$ cat src/rtl/pe_send_arbiter_pkg.sv
// Shared PE header: router/injection sizing, send-arbiter FSM encodings and
// requester indices used across the PE datapath.
package pe_send_arbiter_pkg;

  localparam int PE_ROUTER_ADDR_W = 6;
  localparam int PE_DATA_W        = 16;
  localparam int PE_SEND_CREDITS  = 4;
  localparam int PE_NUM_SEND_REQ  = 3;

  localparam logic [0:0] ST_IDLE   = 1'b0;
  localparam logic [0:0] ST_LOCKED = 1'b1;

  localparam int REQ_PSUM   = 0;
  localparam int REQ_ACT    = 1;
  localparam int REQ_RESULT = 2;

  // Round-robin successor of idx in a ring of n entries.
  function automatic int unsigned rr_next(input int unsigned idx, input int unsigned n);
    return (idx + 1 >= n) ? 0 : idx + 1;
  endfunction

endpackage

$ cat src/rtl/pe_send_arbiter_rr_arbiter.sv
// Rotating-priority arbiter: one-hot grant to the first set req bit at or
// after ptr, wrapping modulo N. Shared by other PE resources.
module rr_arbiter #(
  parameter int N = 3,
  localparam int PW = (N > 1) ? $clog2(N) : 1
) (
  input  logic [N-1:0]  req,
  input  logic [PW-1:0] ptr,
  output logic [N-1:0]  grant
);

  int   idx;
  logic found;

  always_comb begin
    grant = '0;
    found = 1'b0;
    idx   = 0;
    for (int k = 0; k < N; k++) begin
      idx = (int'(ptr) + k) % N;
      if (!found && req[idx]) begin
        grant[idx] = 1'b1;
        found      = 1'b1;
      end
    end
  end

endmodule

$ cat src/rtl/pe_send_arbiter.sv
// PE send arbiter: round-robin burst-locked selection of send requesters into
// a credit-limited router injection port, with one registered output stage.
//
//  state  | meaning
//  IDLE   | no burst open; round-robin among all valid requesters from rr_ptr
//  LOCKED | burst open; only owner may transfer until its last flit
module pe_send_arbiter
  import pe_send_arbiter_pkg::*;
#(
  parameter int NUM_REQ    = PE_NUM_SEND_REQ,
  parameter int DATA_WIDTH = PE_DATA_W,
  parameter int ADDR_WIDTH = PE_ROUTER_ADDR_W,
  parameter int CREDITS    = PE_SEND_CREDITS
) (
  input  logic                          clk,
  input  logic                          rst,
  input  logic [NUM_REQ-1:0]            req_valid,
  input  logic [NUM_REQ-1:0]            req_last,
  input  logic [NUM_REQ*DATA_WIDTH-1:0] req_data,
  input  logic [NUM_REQ*ADDR_WIDTH-1:0] req_addr,
  output logic [NUM_REQ-1:0]            req_ready,
  input  logic                          credit_return,
  output logic                          send_en,
  output logic [DATA_WIDTH-1:0]         send_data,
  output logic [ADDR_WIDTH-1:0]         send_addr,
  output logic [1:0]                    send_src,
  output logic                          credit_err
);

  localparam int PW = (NUM_REQ > 1) ? $clog2(NUM_REQ) : 1;
  localparam int CW = $clog2(CREDITS + 1);

  logic [0:0]            state_q, state_d;
  logic [PW-1:0]         owner_q, owner_d;
  logic [PW-1:0]         rr_ptr_q, rr_ptr_d;
  logic [CW-1:0]         credit_cnt_q, credit_cnt_d;
  logic                  credit_err_q, credit_err_d;
  logic                  send_en_q, send_en_d;
  logic [DATA_WIDTH-1:0] send_data_q, send_data_d;
  logic [ADDR_WIDTH-1:0] send_addr_q, send_addr_d;
  logic [1:0]            send_src_q, send_src_d;

  logic [NUM_REQ-1:0]    owner_mask;
  logic [NUM_REQ-1:0]    arb_req;
  logic [PW-1:0]         arb_ptr;
  logic [NUM_REQ-1:0]    arb_grant;
  logic                  xfer;
  logic [PW-1:0]         sel_idx;
  logic                  sel_last;
  logic [DATA_WIDTH-1:0] sel_data;
  logic [ADDR_WIDTH-1:0] sel_addr;

  // While locked, the owner is the only candidate; pointing the arbiter at it
  // keeps a single arbitration path for both states.
  always_comb begin
    owner_mask          = '0;
    owner_mask[owner_q] = 1'b1;
    if (state_q == ST_LOCKED) begin
      arb_req = req_valid & owner_mask;
      arb_ptr = owner_q;
    end else begin
      arb_req = req_valid;
      arb_ptr = rr_ptr_q;
    end
  end

  rr_arbiter #(.N(NUM_REQ)) u_rr_arbiter (
    .req   (arb_req),
    .ptr   (arb_ptr),
    .grant (arb_grant)
  );

  // Credits are taken from the registered count only; a returned credit is
  // never usable in the cycle it arrives.
  assign req_ready = (credit_cnt_q != '0) ? arb_grant : '0;
  assign xfer      = |req_ready;

  always_comb begin
    sel_idx  = '0;
    sel_last = 1'b0;
    sel_data = '0;
    sel_addr = '0;
    for (int i = 0; i < NUM_REQ; i++) begin
      if (req_ready[i]) begin
        sel_idx  = PW'(i);
        sel_last = req_last[i];
        sel_data = req_data[i*DATA_WIDTH +: DATA_WIDTH];
        sel_addr = req_addr[i*ADDR_WIDTH +: ADDR_WIDTH];
      end
    end
  end

  always_comb begin
    state_d  = state_q;
    owner_d  = owner_q;
    rr_ptr_d = rr_ptr_q;
    if (xfer) begin
      if (sel_last) begin
        state_d  = ST_IDLE;
        rr_ptr_d = PW'(rr_next(32'(sel_idx), NUM_REQ));
      end else begin
        state_d = ST_LOCKED;
        owner_d = sel_idx;
      end
    end
  end

  always_comb begin
    credit_cnt_d = credit_cnt_q;
    credit_err_d = credit_err_q;
    if (xfer && !credit_return) begin
      credit_cnt_d = credit_cnt_q - CW'(1);
    end else if (!xfer && credit_return) begin
      if (credit_cnt_q == CW'(CREDITS)) begin
        credit_err_d = 1'b1;
      end else begin
        credit_cnt_d = credit_cnt_q + CW'(1);
      end
    end
  end

  always_comb begin
    send_en_d   = xfer;
    send_data_d = xfer ? sel_data : '0;
    send_addr_d = xfer ? sel_addr : '0;
    send_src_d  = xfer ? 2'(sel_idx) : 2'b00;
  end

  always_ff @(posedge clk or posedge rst) begin
    if (rst) begin
      state_q      <= ST_IDLE;
      owner_q      <= '0;
      rr_ptr_q     <= '0;
      credit_cnt_q <= CW'(CREDITS);
      credit_err_q <= 1'b0;
      send_en_q    <= 1'b0;
      send_data_q  <= '0;
      send_addr_q  <= '0;
      send_src_q   <= 2'b00;
    end else begin
      state_q      <= state_d;
      owner_q      <= owner_d;
      rr_ptr_q     <= rr_ptr_d;
      credit_cnt_q <= credit_cnt_d;
      credit_err_q <= credit_err_d;
      send_en_q    <= send_en_d;
      send_data_q  <= send_data_d;
      send_addr_q  <= send_addr_d;
      send_src_q   <= send_src_d;
    end
  end

  assign send_en    = send_en_q;
  assign send_data  = send_data_q;
  assign send_addr  = send_addr_q;
  assign send_src   = send_src_q;
  assign credit_err = credit_err_q;

endmodule
$ cat config.mk
export PLATFORM = sky130hd
export DESIGN_NAME = pe_send_arbiter
export DESIGN_NICKNAME = d
export VERILOG_FILES = /design/src/rtl/pe_send_arbiter_pkg.sv /design/src/rtl/pe_send_arbiter_rr_arbiter.sv /design/src/rtl/pe_send_arbiter.sv
export SDC_FILE = /design/constraint.sdc
export NUM_CORES = 1
export LEC_CHECK = 0
export BUFFER_PORTS_ARGS = -buffer_cell sky130_fd_sc_hd__buf_2
export CAP_MARGIN = 20
export CORE_ASPECT_RATIO = 0.5
export CORE_MARGIN = 10
export CORE_UTILIZATION = 45
export DETAILED_ROUTE_END_ITERATION = 10
export PLACE_DENSITY = 0.79
export SYNTH_ARGS = -nofsm -noshare
export SYNTH_HDL_FRONTEND = slang
export SYNTH_SLANG_ARGS = --single-unit
$ cat constraint.sdc
create_clock -name clk -period 9 [get_ports clk]
set_input_delay 0.45 -clock clk [delete_from_list [all_inputs] [get_ports clk]]
set_output_delay 0.45 -clock clk [all_outputs]
set_load 0.02 [all_outputs]
== Word-level counts from Yosys, hierarchy flattened ==
Cells that the tools add are included.
Word-level totals
  flip-flop bits (word level): 34
  logic and storage cells: 96
  input bits: 75
  output and inout bits: 29
Operators by class
  eq/ne operators: 2
  magnitude comparators: 9
  bitwise logic cells: 5
  muxes and demuxes: 44
  div/mod/pow operators: 3
  reductions and logical operators: 19
  add/subtract/negate cells: 5
Operators by type and width (number)
  $ge 32x1->1 const B: 3
  $lt 32x4->1 const B: 3
  $mod 32x3->32 const B: 2
  $mux 16: 4
  $mod 3x3->32 const B: 1
  $mux 3: 8
  $mux 6: 4
  $mux 1: 17
  $demux 1 s2: 4
  $logic_and 1x1->1: 8
  $mux 2: 4
  $add 2x1->3 const B: 2
  $bmux 1 s2: 3
  $or 3x3->3: 2
  $reduce_and 2->1: 3
  $logic_not 1->1: 4
  $add 2x2->3 const B: 1
  $add 3x1->3 const B: 1
  $and 3x3->3: 1
  $eq 3x3->1 const B: 1
  $ge 3x2->1 const B: 1
  $lt 2x3->1 const B: 1
  $reduce_and 3->1: 1
  $reduce_bool 3->1: 1
  6 further kinds: 7

== Logic depth before layout (Yosys ltp) ==
Gate-level depths: netlist of run 1.
  word-level depth: 22
  depth in mapped cells: 19
  mapped depth without buffers: 18

== Cells and area by module ==
Synthesis of run 1 repeated with hierarchy kept, for this count alone.
Unflattened totals
  cells, all modules: 211
  area total of the unflattened synthesis: 2217.1 µm²
By module, submodules not included
  pe_send_arbiter: seq. area each 852.1 µm², area each 1951.9 µm², times used 1, cells an instance 176
  rr_arbiter: seq. area each 0.0 µm², area each 265.3 µm², times used 1, cells an instance 35

== Worst setup path after synthesis of run 1 ==
OpenSTA, ideal clock, no wires.
  kind: register to register
  start point: reg state_q
  end point: reg credit_cnt_q[2]
  data required time: 8.915 ns
  clock period less this slack: 4.027 ns
  arrival: 3.942 ns
  cell stages (with the launch flop): 19
  buffers on the path: 1
  setup time: 0.085 ns
  path slack: 4.973 ns
  path through: dfrtp_1 buf_4 nand2_1 a21boi_0 inv_1 ha_1 nand2_1 nand3_1 a41oi_1 o32ai_1 nor2_2 inv_1 ha_1 inv_1 fa_1 nor3_1 a21oi_1 o21ai_0 o31ai_1
On the way
  longest elaborated chain between the ends: 18
  elaborated cells between the ends (all ways): 51
  those cells by class: add/sub (2); div (3); order compare (6); eq/ne (1); mux (24); bitwise (2); reduce/logical (13)
RTL lines
  from (decl): line pe_send_arbiter.sv:33  | logic [0:0] state_q, state_d;
  from (signal assigned): line pe_send_arbiter.sv:141  | state_q <= state_d;
  branches (longest 11 deep; another with $mod 32x3->32)
  $mux 3 *: line pe_send_arbiter_rr_arbiter.sv:21  | if (!found && req[idx]) begin
  $mux 3 *: line pe_send_arbiter.sv:75  | assign req_ready = (credit_cnt_q != '0) ? arb_grant : '0;
  via req_ready[0]: line pe_send_arbiter.sv:21  | output logic [NUM_REQ-1:0] req_ready,
  $reduce_or 3->1 *: line pe_send_arbiter.sv:76  | assign xfer = |req_ready;
  via send_en_d: line pe_send_arbiter.sv:38  | logic send_en_q, send_en_d;
  $logic_not 1->1: line pe_send_arbiter.sv:113  | end else if (!xfer && credit_return) begin
  $logic_and 1x1->1: line pe_send_arbiter.sv:113
  $reduce_bool 2->1 (no line)
  $reduce_and 2->1 (no line)
  to (signal assigned): line pe_send_arbiter.sv:134  | credit_cnt_q <= CW'(CREDITS);
  to (signal assigned): line pe_send_arbiter.sv:144  | credit_cnt_q <= credit_cnt_d;
  to (decl): line pe_send_arbiter.sv:36  | logic [CW-1:0] credit_cnt_q, credit_cnt_d;
Mark *: on every way through the listed nets, which the timed path passes. The select of a mux whose other input is x is not followed.
A chain may end at the register's enable or synchronous reset.

== Worst setup path after layout of run 1 ==
  start point: reg state_q
  end point: reg credit_cnt_q[2]
On the way
  longest elaborated chain between the ends: 18
  elaborated cells between the ends (all ways): 51
  those cells by class: add/sub (2); div (3); order compare (6); eq/ne (1); mux (24); bitwise (2); reduce/logical (13)
RTL lines (line)
  branches (longest 11 deep; another with $mod 32x3->32)
  $mux 3 *: pe_send_arbiter_rr_arbiter.sv:21
  $mux 3 *: pe_send_arbiter.sv:75
  $reduce_or 3->1 *: pe_send_arbiter.sv:76
  via send_en_d: pe_send_arbiter.sv:38
  $logic_not 1->1: pe_send_arbiter.sv:113
  $logic_and 1x1->1: pe_send_arbiter.sv:113
  $reduce_bool 2->1 (no line)
  $reduce_and 2->1 (no line)
Marked as above.

==> results of run 1 <==
-- registers in the layout, indices dropped and copies added, names as in the netlist --
register	flops
owner_q	2
send_src	2
send_data	16
rr_ptr_q	2
credit_cnt_q	3
send_addr	6
state_q	1
send_en	1
credit_err	1
-- cells in the final DEF, fill, tap and decap left out, drive strengths merged, types with 2 or more instances in the layout --
cell type  synthesis  routed
a211o              2       2
a211oi             5       5
a21o               2       2
a21oi              4       4
a222oi            22      22
buf                9     105
clkbuf             3       5
clkinv             0       2
dfrtp             33      33
ha                 6       6
inv               19      19
mux2i              2       2
nand2              8       8
nand2b             2       2
nand3              2       2
nor2              32      32
nor3               3       3
o2111a             2       2
o211ai             4       4
o21ai              6       6
o221ai             2       2
-- kinds of logic (layout without fill, tap and decap cells) --
| kind of cell | after synthesis | in the layout | synth area share |
|---|---|---|---|
| AOI/OAI and AO/OA | 69 | 69 | 0.306 |
| muxes | 2 | 2 | 0.0101 |
| adders and majority gates | 7 | 7 | 0.0478 |
| and+or+nand+nor | 54 | 54 | 0.131 |
| DFF | 34 | 34 | 0.428 |
| xor gates and xnor gates | 1 | 1 | 0.00440 |
| buffers and inverters | 31 | 131 | 0.0729 |
-- area by class of cell --
| class | instances | area share |
|---|---|---|
| multi-input combinational | 133 | 0.383 |
| sequential | 34 | 0.329 |
| timing repair buffer | 105 | 0.205 |
| inverter | 19 | 0.0275 |
| clock buffer | 5 | 0.0265 |
| tap | 54 | 0.0261 |
| clock inverter | 2 | 0.00386 |
-- metal layers --
metal,GRT usage,vias to the layer above
li1,-,964
met1,0.166,986
met2,0.296,106
met3,0.0483,10
met4,0.0714,0
met5,0,-
-- synth_stat cells (2+ instances only) --
master                      n  share of area
sky130_fd_sc_hd__clkbuf_1   3         0.0057
sky130_fd_sc_hd__a211o_1    2         0.0088
sky130_fd_sc_hd__buf_4      2         0.0075
sky130_fd_sc_hd__a222oi_1  22           0.11
sky130_fd_sc_hd__nand3_1    2         0.0050
sky130_fd_sc_hd__nand2b_1   2         0.0063
sky130_fd_sc_hd__a21o_1     2         0.0075
sky130_fd_sc_hd__mux2i_1    2          0.010
sky130_fd_sc_hd__o211ai_1   4          0.015
sky130_fd_sc_hd__o21ai_0    4          0.010
sky130_fd_sc_hd__a211oi_1   5          0.019
sky130_fd_sc_hd__a21oi_1    4          0.010
sky130_fd_sc_hd__nor3_1     3         0.0075
sky130_fd_sc_hd__buf_6      2          0.011
sky130_fd_sc_hd__inv_1     18          0.034
sky130_fd_sc_hd__nand2_1    8          0.015
sky130_fd_sc_hd__o2111a_1   2          0.011
sky130_fd_sc_hd__nor2_1    31          0.058
sky130_fd_sc_hd__dfrtp_1   33           0.42
sky130_fd_sc_hd__ha_1       6          0.038
sky130_fd_sc_hd__buf_2      5          0.013
-- path summary, 6_finish.rpt --
path | startpoint | endpoint | slack (ns) | depth (start not counted)
setup reg to reg | state_q | credit_cnt_q[2] | 4.33 | 18
setup / recovery | state_q | credit_cnt_q[2] | 4.33 | 18
hold / removal | rst | send_src[0] | 0.07 | 2
max in group asynchronous | rst | credit_cnt_q[2] | 8.28 | 3
hold reg to reg | credit_err | credit_err | 0.47 | 1
min in group clk | req_data[9] | send_data[9] | 0.41 | 3
-- through the flow --
step	power, mW	hold WS (ns)	utilization
after floorplan	1.04	0.500	-
after global placement	1.21	0.358	0.616
after detailed placement	1.24	0.371	0.616
after CTS	1.35	0.0638	0.635
after global routing	1.48	0.0857	0.635
final	1.35	0.0654	0.635
-- power by group through the flow --
stage	sequential (mW)	clock (mW)	combinational, mW
floorplan	0.303	0	0.734
global placement	0.262	0	0.944
detailed placement	0.264	0	0.973
CTS	0.262	0.107	0.984
global route	0.270	0.116	1.09
finish	0.262	0.104	0.986
-- worst max-delay path, cell delays in order (launching register included) --
cell and delay (ns):
sky130_fd_sc_hd__dfrtp_1 0.48, sky130_fd_sc_hd__inv_2 0.13, sky130_fd_sc_hd__a21boi_0 0.30, sky130_fd_sc_hd__inv_1 0.11, sky130_fd_sc_hd__ha_1 0.40, sky130_fd_sc_hd__nand2_1 0.14, sky130_fd_sc_hd__nand3_1 0.13, sky130_fd_sc_hd__a41oi_1 0.38
sky130_fd_sc_hd__o221ai_1 0.21, sky130_fd_sc_hd__a22o_1 0.26, sky130_fd_sc_hd__nor2_2 0.75, sky130_fd_sc_hd__inv_1 0.18, sky130_fd_sc_hd__ha_1 0.30, sky130_fd_sc_hd__inv_1 0.13, sky130_fd_sc_hd__fa_1 0.26, sky130_fd_sc_hd__nor3_1 0.07
sky130_fd_sc_hd__a21oi_1 0.14, sky130_fd_sc_hd__o21ai_0 0.09, sky130_fd_sc_hd__o31ai_1 0.08
==> results.txt, run 1 <==
----------------------------------------------------
[Outcome]
  Result of the run ... finished, final reports clean

[Synth]
  Gate count of the mapped netlist ... 198
  Number of distinct library cells after synthesis ... 57
  Yosys synthesis warning count ... 0
  Proportion of synthesized flip-flops having asynchronous set or reset ... 1.00
  Post-synth EDFFs ... 0
  Synthesized net count ... 280
  Number of storage elements in the synthesis netlist ... 34
  Dominant register cell in the synthesized netlist ... sky130_fd_sc_hd__dfrtp_1
  Summed instance area of the synthesized netlist ... 1990 µm²
  Synthesized area per cell ... 10.0 µm²
  Seq/Total Area, Yosys ... 0.428

[Global routing]
  GRT Resource Usage Total ... 0.160
  Number of antenna violations at the first check in global routing ... 0
  Via count of the first global-routing pass ... 2081
  Pin count of the biggest net entering global routing ... 30
  Global-route wire length before repair ... 9780 µm
  Grt ovf ... 0

[Clock network]
  Number of hold buffers added after cts ... 0
  Clock transition at the register clock pins on the worst setup and hold paths after CTS ... 0.06 ns
  Maximum root-to-sink buffer count ... 2
  Post-cts resize count ... 0
  Number of sinks handled by clock tree synthesis ... 34
  Count of H-tree levels built during CTS ... 2
  Root buf cell ... sky130_fd_sc_hd__clkbuf_8
  Clock insertion delay at the later pin of the skew report ... 0.29 ns
  TritonCTS Buffers ... 5
  TritonCTS clock tree ... yes
  Setup Buffers After CTS ... 0

[STA]
  Worst setup skew after layout ... 0.00413 ns
  Portion of the clock cycle consumed by the worst path in the final layout ... 0.518
  Slew of the pin with the lowest slew margin ... 1.12 ns
  Unrepaired setup endpoints after global routing ... false
  Maximum operating frequency ... 0.214 GHz
  Number of endpoints with negative hold slack in the final report ... 0
  Post-route setup slack ... 4.33 ns
  Setup violators final ... 0
  Number of max-slew violations in the final report ... 0
  Accumulated negative setup slack ... 0 ns
  Min cycle time layout ... 4.67 ns
  Worst max-slew margin expressed relative to the limit ... 0.251

[Place]
  Placer Congestion ... 0.833
  Worst slack at placement ... 4.45 ns
  Placed cells ... 345
  HPWL after DPL ... 4920 µm
  Port Buf Inserts ... 103
  Placed cell area ... 2510 µm²

[Pwr]
  Switch share ... 0.526
  Comb power frac ... 0.729
  P_leak ... 1.39 nW
  Power density relative to cell area ... 522 nW/µm²
  Relative contribution of sequential cells to total power ... 0.194
  Cell internal power dissipation ... 641 µW
  Peak supply drop ... 223 µV
  Net switching power ... 711 µW
  Clock network fraction of total power ... 0.077

[Finish]
  Area of all sequential standard cells ... 852 µm²
  Design Area, Final ... 2590 µm²
  Total area of multi-input combinational cells ... 992 µm²
  Filler-free cell count of the finished design ... 352
  Number of antenna repair diodes ... 0
  Post-synthesis to final-layout area growth ... 30.3%
  Total of fill cells in the finished design ... 370
  Net total in the final layout ... 380
  Layout cell share with drive strength beyond 1 ... 0.416

[Route]
  Number of remaining DRC errors ... 0
  Number of detailed-route iterations in the first pass ... 7
  WL met1 ... 2370 µm
  WL/cell ... 18.0 µm
  Detailed-routed wire length on met2 ... 3340 µm
  Via count ... 2066
  Routed Antenna Nets ... 0
  Total length of routed met3 wires ... 484 µm
  Vias per cell ... 5.87
  Wire length reported by the detailed router ... 6320 µm
  Highest metal layer with signal wires ... met4
  Iter 0 DRT Violations ... 139

[Job]
  Max-cap check violation count ... 0

[Die]
  Top-Level Pins ... 104
  Placeable core area ... 4080 µm²
  Total number of placement rows ... 16
  Overall die area ... 7640 µm²
  Y dimension of the die ... 67.0 µm
  Horizontal die dimension ... 114 µm
  Starting Density ... 0.487

[Critical path]
  Critical path data arrival time ... 4.85 ns
  Setup crit start kind ... flip-flop
  Largest driver fanout on the critical path ... 26
  Classification of the worst setup path ... reg2reg
  CP Data Required Time ... 9.19 ns
  Worst setup EP type ... flip-flop

[Hold path]
  Worst min-delay path category ... in2async

----------------------------------------------------
No activity file was read; power rests on OpenSTA's default activity.
==> run 2, diff against run 1 <==
Settings changed: ABC_AREA from default to 1, PLACE_DENSITY 0.79 to 0.77.
Clock period 9 ns to 4.3 ns, I/O delays scaled along.
==> run 2 against run 1 <==
Effect of this change: count of clock-buffer cells in the layout up 3; routed wire length down 8.1%; die area up 6.0%; synthesized cell count up 47%; area after synthesis up 7.9%; first-iteration DRC count up 38%; global-route usage down 2.2 points; clock skew up 0.0035 ns; worst setup slack worse by 3.5 ns; sequential cell count unchanged; final area up 7.4%; register-to-register slack worse by 3.5 ns; largest cell class unchanged.
==> results.txt, run 2 <==
----------------------------------------------------
[Die]
  Total number of placement rows ... 17 (+1)
  Horizontal die dimension ... 118 µm (+3.2%)
  Top-Level Pins ... 104 (unchanged)
  Placeable core area ... 4510 µm² (+10%)
  Y dimension of the die ... 68.8 µm (+2.7%)
  Overall die area ... 8100 µm² (+6.0%)
  Starting Density ... 0.476 (-0.0110)

[Clock network]
  Root buf cell ... sky130_fd_sc_hd__clkbuf_8
  Clock insertion delay at the later pin of the skew report ... 0.28 ns (about the same)
  Number of hold buffers added after cts ... 0 (unchanged)
  TritonCTS Buffers ... 5 (unchanged)
  Setup Buffers After CTS ... 0 (unchanged)
  TritonCTS clock tree ... yes
  Number of sinks handled by clock tree synthesis ... 34 (unchanged)
  Clock transition at the register clock pins on the worst setup and hold paths after CTS ... 0.07 ns (about the same)
  Maximum root-to-sink buffer count ... 2 (unchanged)
  Post-cts resize count ... 0 (unchanged)
  Count of H-tree levels built during CTS ... 2 (unchanged)

[Synth]
  Yosys synthesis warning count ... 0 (unchanged)
  Synthesized area per cell ... 7.38 µm² (-27%)
  Seq/Total Area, Yosys ... 0.397 (-0.0314)
  Summed instance area of the synthesized netlist ... 2150 µm² (+7.9%)
  Synthesized net count ... 373 (+33%)
  Dominant register cell in the synthesized netlist ... sky130_fd_sc_hd__dfrtp_1
  Proportion of synthesized flip-flops having asynchronous set or reset ... 1.00 (unchanged)
  Top cell type by total area after synthesis ... sky130_fd_sc_hd__dfrtp_1
  Number of distinct library cells after synthesis ... 28 (-51%)
  Ranking of synthesized cells by area ... sky130_fd_sc_hd__dfrtp_1 (38%), sky130_fd_sc_hd__nand2_1 (20%), sky130_fd_sc_hd__inv_1 (8.0%)
  Number of storage elements in the synthesis netlist ... 34 (unchanged)
  Gate count of the mapped netlist ... 291 (+47%)
  Post-synth EDFFs ... 0 (unchanged)
  Most frequent cells after synthesis ... sky130_fd_sc_hd__nand2_1 (114), sky130_fd_sc_hd__inv_1 (46), sky130_fd_sc_hd__nand3_1 (34)
  Cell with the most instances after synthesis ... sky130_fd_sc_hd__nand2_1
  Area share of the largest cell type after synthesis ... 0.385 (-0.0305)

[Global routing]
  Number of antenna violations at the first check in global routing ... 0 (unchanged)
  Global-route wire length before repair ... 9240 µm (-5.6%)
  GRT Resource Usage Total ... 0.138 (-0.0217)
  Grt ovf ... 0 (unchanged)
  Via count of the first global-routing pass ... 2072 (-0.43%)
  Pin count of the biggest net entering global routing ... 35 (+17%)

[Finish]
  Max reg flops ... 16 (unchanged)
  Commonest non-fill, non-tap cell in the layout ... sky130_fd_sc_hd__nand2_1
  Layout cell share with drive strength beyond 1 ... 0.337 (-0.0794)
  Number of antenna repair diodes ... 0 (unchanged)
  Most frequent cells in the layout ... sky130_fd_sc_hd__nand2_1 (114), sky130_fd_sc_hd__buf_2 (103), sky130_fd_sc_hd__inv_1 (46)
  Net total in the final layout ... 476 (+25%)
  Post-synthesis to final-layout area growth ... 29.7%
  Share of the core filled with cells in the final layout ... 0.618 (-0.0172)

[Route]
  Iter 0 DRT Violations ... 192 (+38%)
  Number of remaining DRC errors ... 0 (unchanged)
  Via count ... 2163 (+4.7%)
  Vias per cell ... 4.69 (-20%)
  Wire length reported by the detailed router ... 5810 µm (-8.1%)
  Routed Antenna Nets ... 0 (unchanged)
  Number of detailed-route iterations in the first pass ... 4 (-3)
  WL/cell ... 12.6 µm (-30%)

[STA]
  Worst max-slew margin expressed relative to the limit ... 0.642 (+0.391)
  Number of endpoints with negative hold slack in the final report ... 0 (unchanged)
  Accumulated negative setup slack ... 0 ns (unchanged)
  Slew of the pin with the lowest slew margin ... 0.535 ns (-0.588 ns)
  Number of max-slew violations in the final report ... 0 (unchanged)
  Worst setup skew after layout ... 0.00765 ns (+0.00352 ns)
  Unrepaired setup endpoints after global routing ... false
  Setup violators final ... 0 (unchanged)
  Min cycle time layout ... 3.50 ns (-1.17 ns)
  Portion of the clock cycle consumed by the worst path in the final layout ... 0.813 (+0.295)
  Maximum operating frequency ... 0.286 GHz (+33%)
  Final worst hold slack ... 0.0174 ns (-0.0480 ns)

[Critical path]
  Setup crit start kind ... flip-flop
  Worst setup EP type ... flip-flop
  Critical path data arrival time ... 3.71 ns (-1.14 ns)
  Worst setup path start ... state_q
  Classification of the worst setup path ... reg2reg
  Reg-to-Reg Start ... state_q
  Largest driver fanout on the critical path ... 27 (+3.8%)
  CP Data Required Time ... 4.51 ns (-4.68 ns)

[Outcome]
  Result of the run ... finished, final reports clean

[Job]
  Max-cap check violation count ... 0 (unchanged)

[Place]
  Port Buf Inserts ... 103 (unchanged)
  HPWL after DPL ... 4770 µm (-2.9%)
  Placer Congestion ... 0.886 (+6.4%)

[Hold path]
  Worst min-delay path category ... in2async

----------------------------------------------------
run 2: layer usage:
layer  vias to the layer above  wire length (µm)  GRT usage
li1                       1100                 -          -
met1                       996              2280      0.145
met2                        63              3180      0.273
met3                         4               326     0.0397
met4                         0                28     0.0413
met5                         -                 0          0
run 2: worst max-delay path, cell delays in order, from the launching register on:
cell and delay, ns:
sky130_fd_sc_hd__dfrtp_1 0.45, sky130_fd_sc_hd__o21ai_0 0.34, sky130_fd_sc_hd__inv_1 0.11, sky130_fd_sc_hd__ha_1 0.39
sky130_fd_sc_hd__inv_1 0.12, sky130_fd_sc_hd__nand4_1 0.11, sky130_fd_sc_hd__nand3_1 0.07, sky130_fd_sc_hd__nand2_1 0.10
sky130_fd_sc_hd__nand3_1 0.15, sky130_fd_sc_hd__nand3_4 0.15, sky130_fd_sc_hd__o21bai_4 0.09, sky130_fd_sc_hd__nand2_4 0.23
sky130_fd_sc_hd__ha_1 0.26, sky130_fd_sc_hd__inv_1 0.09, sky130_fd_sc_hd__fa_1 0.38, sky130_fd_sc_hd__xnor2_1 0.14
sky130_fd_sc_hd__nand3_1 0.10, sky130_fd_sc_hd__xnor2_1 0.15
run 2: kinds of logic (layout without fill, tap and decap cells):
family / after synthesis / after routing / synth area share
AND/OR/NAND/NOR: 180 / 180 / 0.389
adder cells (fa/ha/maj): 7 / 7 / 0.0443
flip-flops: 34 / 34 / 0.397
buffers and inverters: 57 / 161 / 0.124
AO/OA/AOI/OAI: 10 / 10 / 0.0338
XOR/XNOR: 3 / 3 / 0.0122
run 2: final cells by class:
type / instances / area, µm²
Tap cell: 66 / 82.6
Inverter: 48 / 180
Fill cell: 423 / 1720
Multi-Input combinational cell: 200 / 1030
Timing Repair Buffer: 105 / 531
Sequential cell: 34 / 852
Clock buffer: 8 / 110
run 2: path summary, 6_finish.rpt:
kind | cells past startpoint | to | slack (ns)
min reg2reg | 1 | credit_err | 0.48
max | 17 | credit_cnt_q[2] | 0.80
max reg2reg | 17 | credit_cnt_q[2] | 0.80
max in group asynchronous | 3 | credit_cnt_q[2] | 3.96
min in group clk | 5 | send_addr[0] | 0.22
min | 3 | send_data[14] | 0.02
run 2: stage by stage:
| step | setup slack, ns | instance area (µm²) | instances |
|---|---|---|---|
| after global routing | 0.372 | 2790 | 461 |
| after CTS | 0.796 | 2790 | 461 |
| final | 0.803 | 2790 | 461 |
| after floorplan | 1.14 | 2150 | 291 |
| after detailed placement | 0.838 | 2680 | 453 |
| after global placement | 1.01 | 2680 | 453 |
Power of run 2 is not shown: default switching activity piles up to over one toggle a cycle in this logic, so the estimate is an artifact.
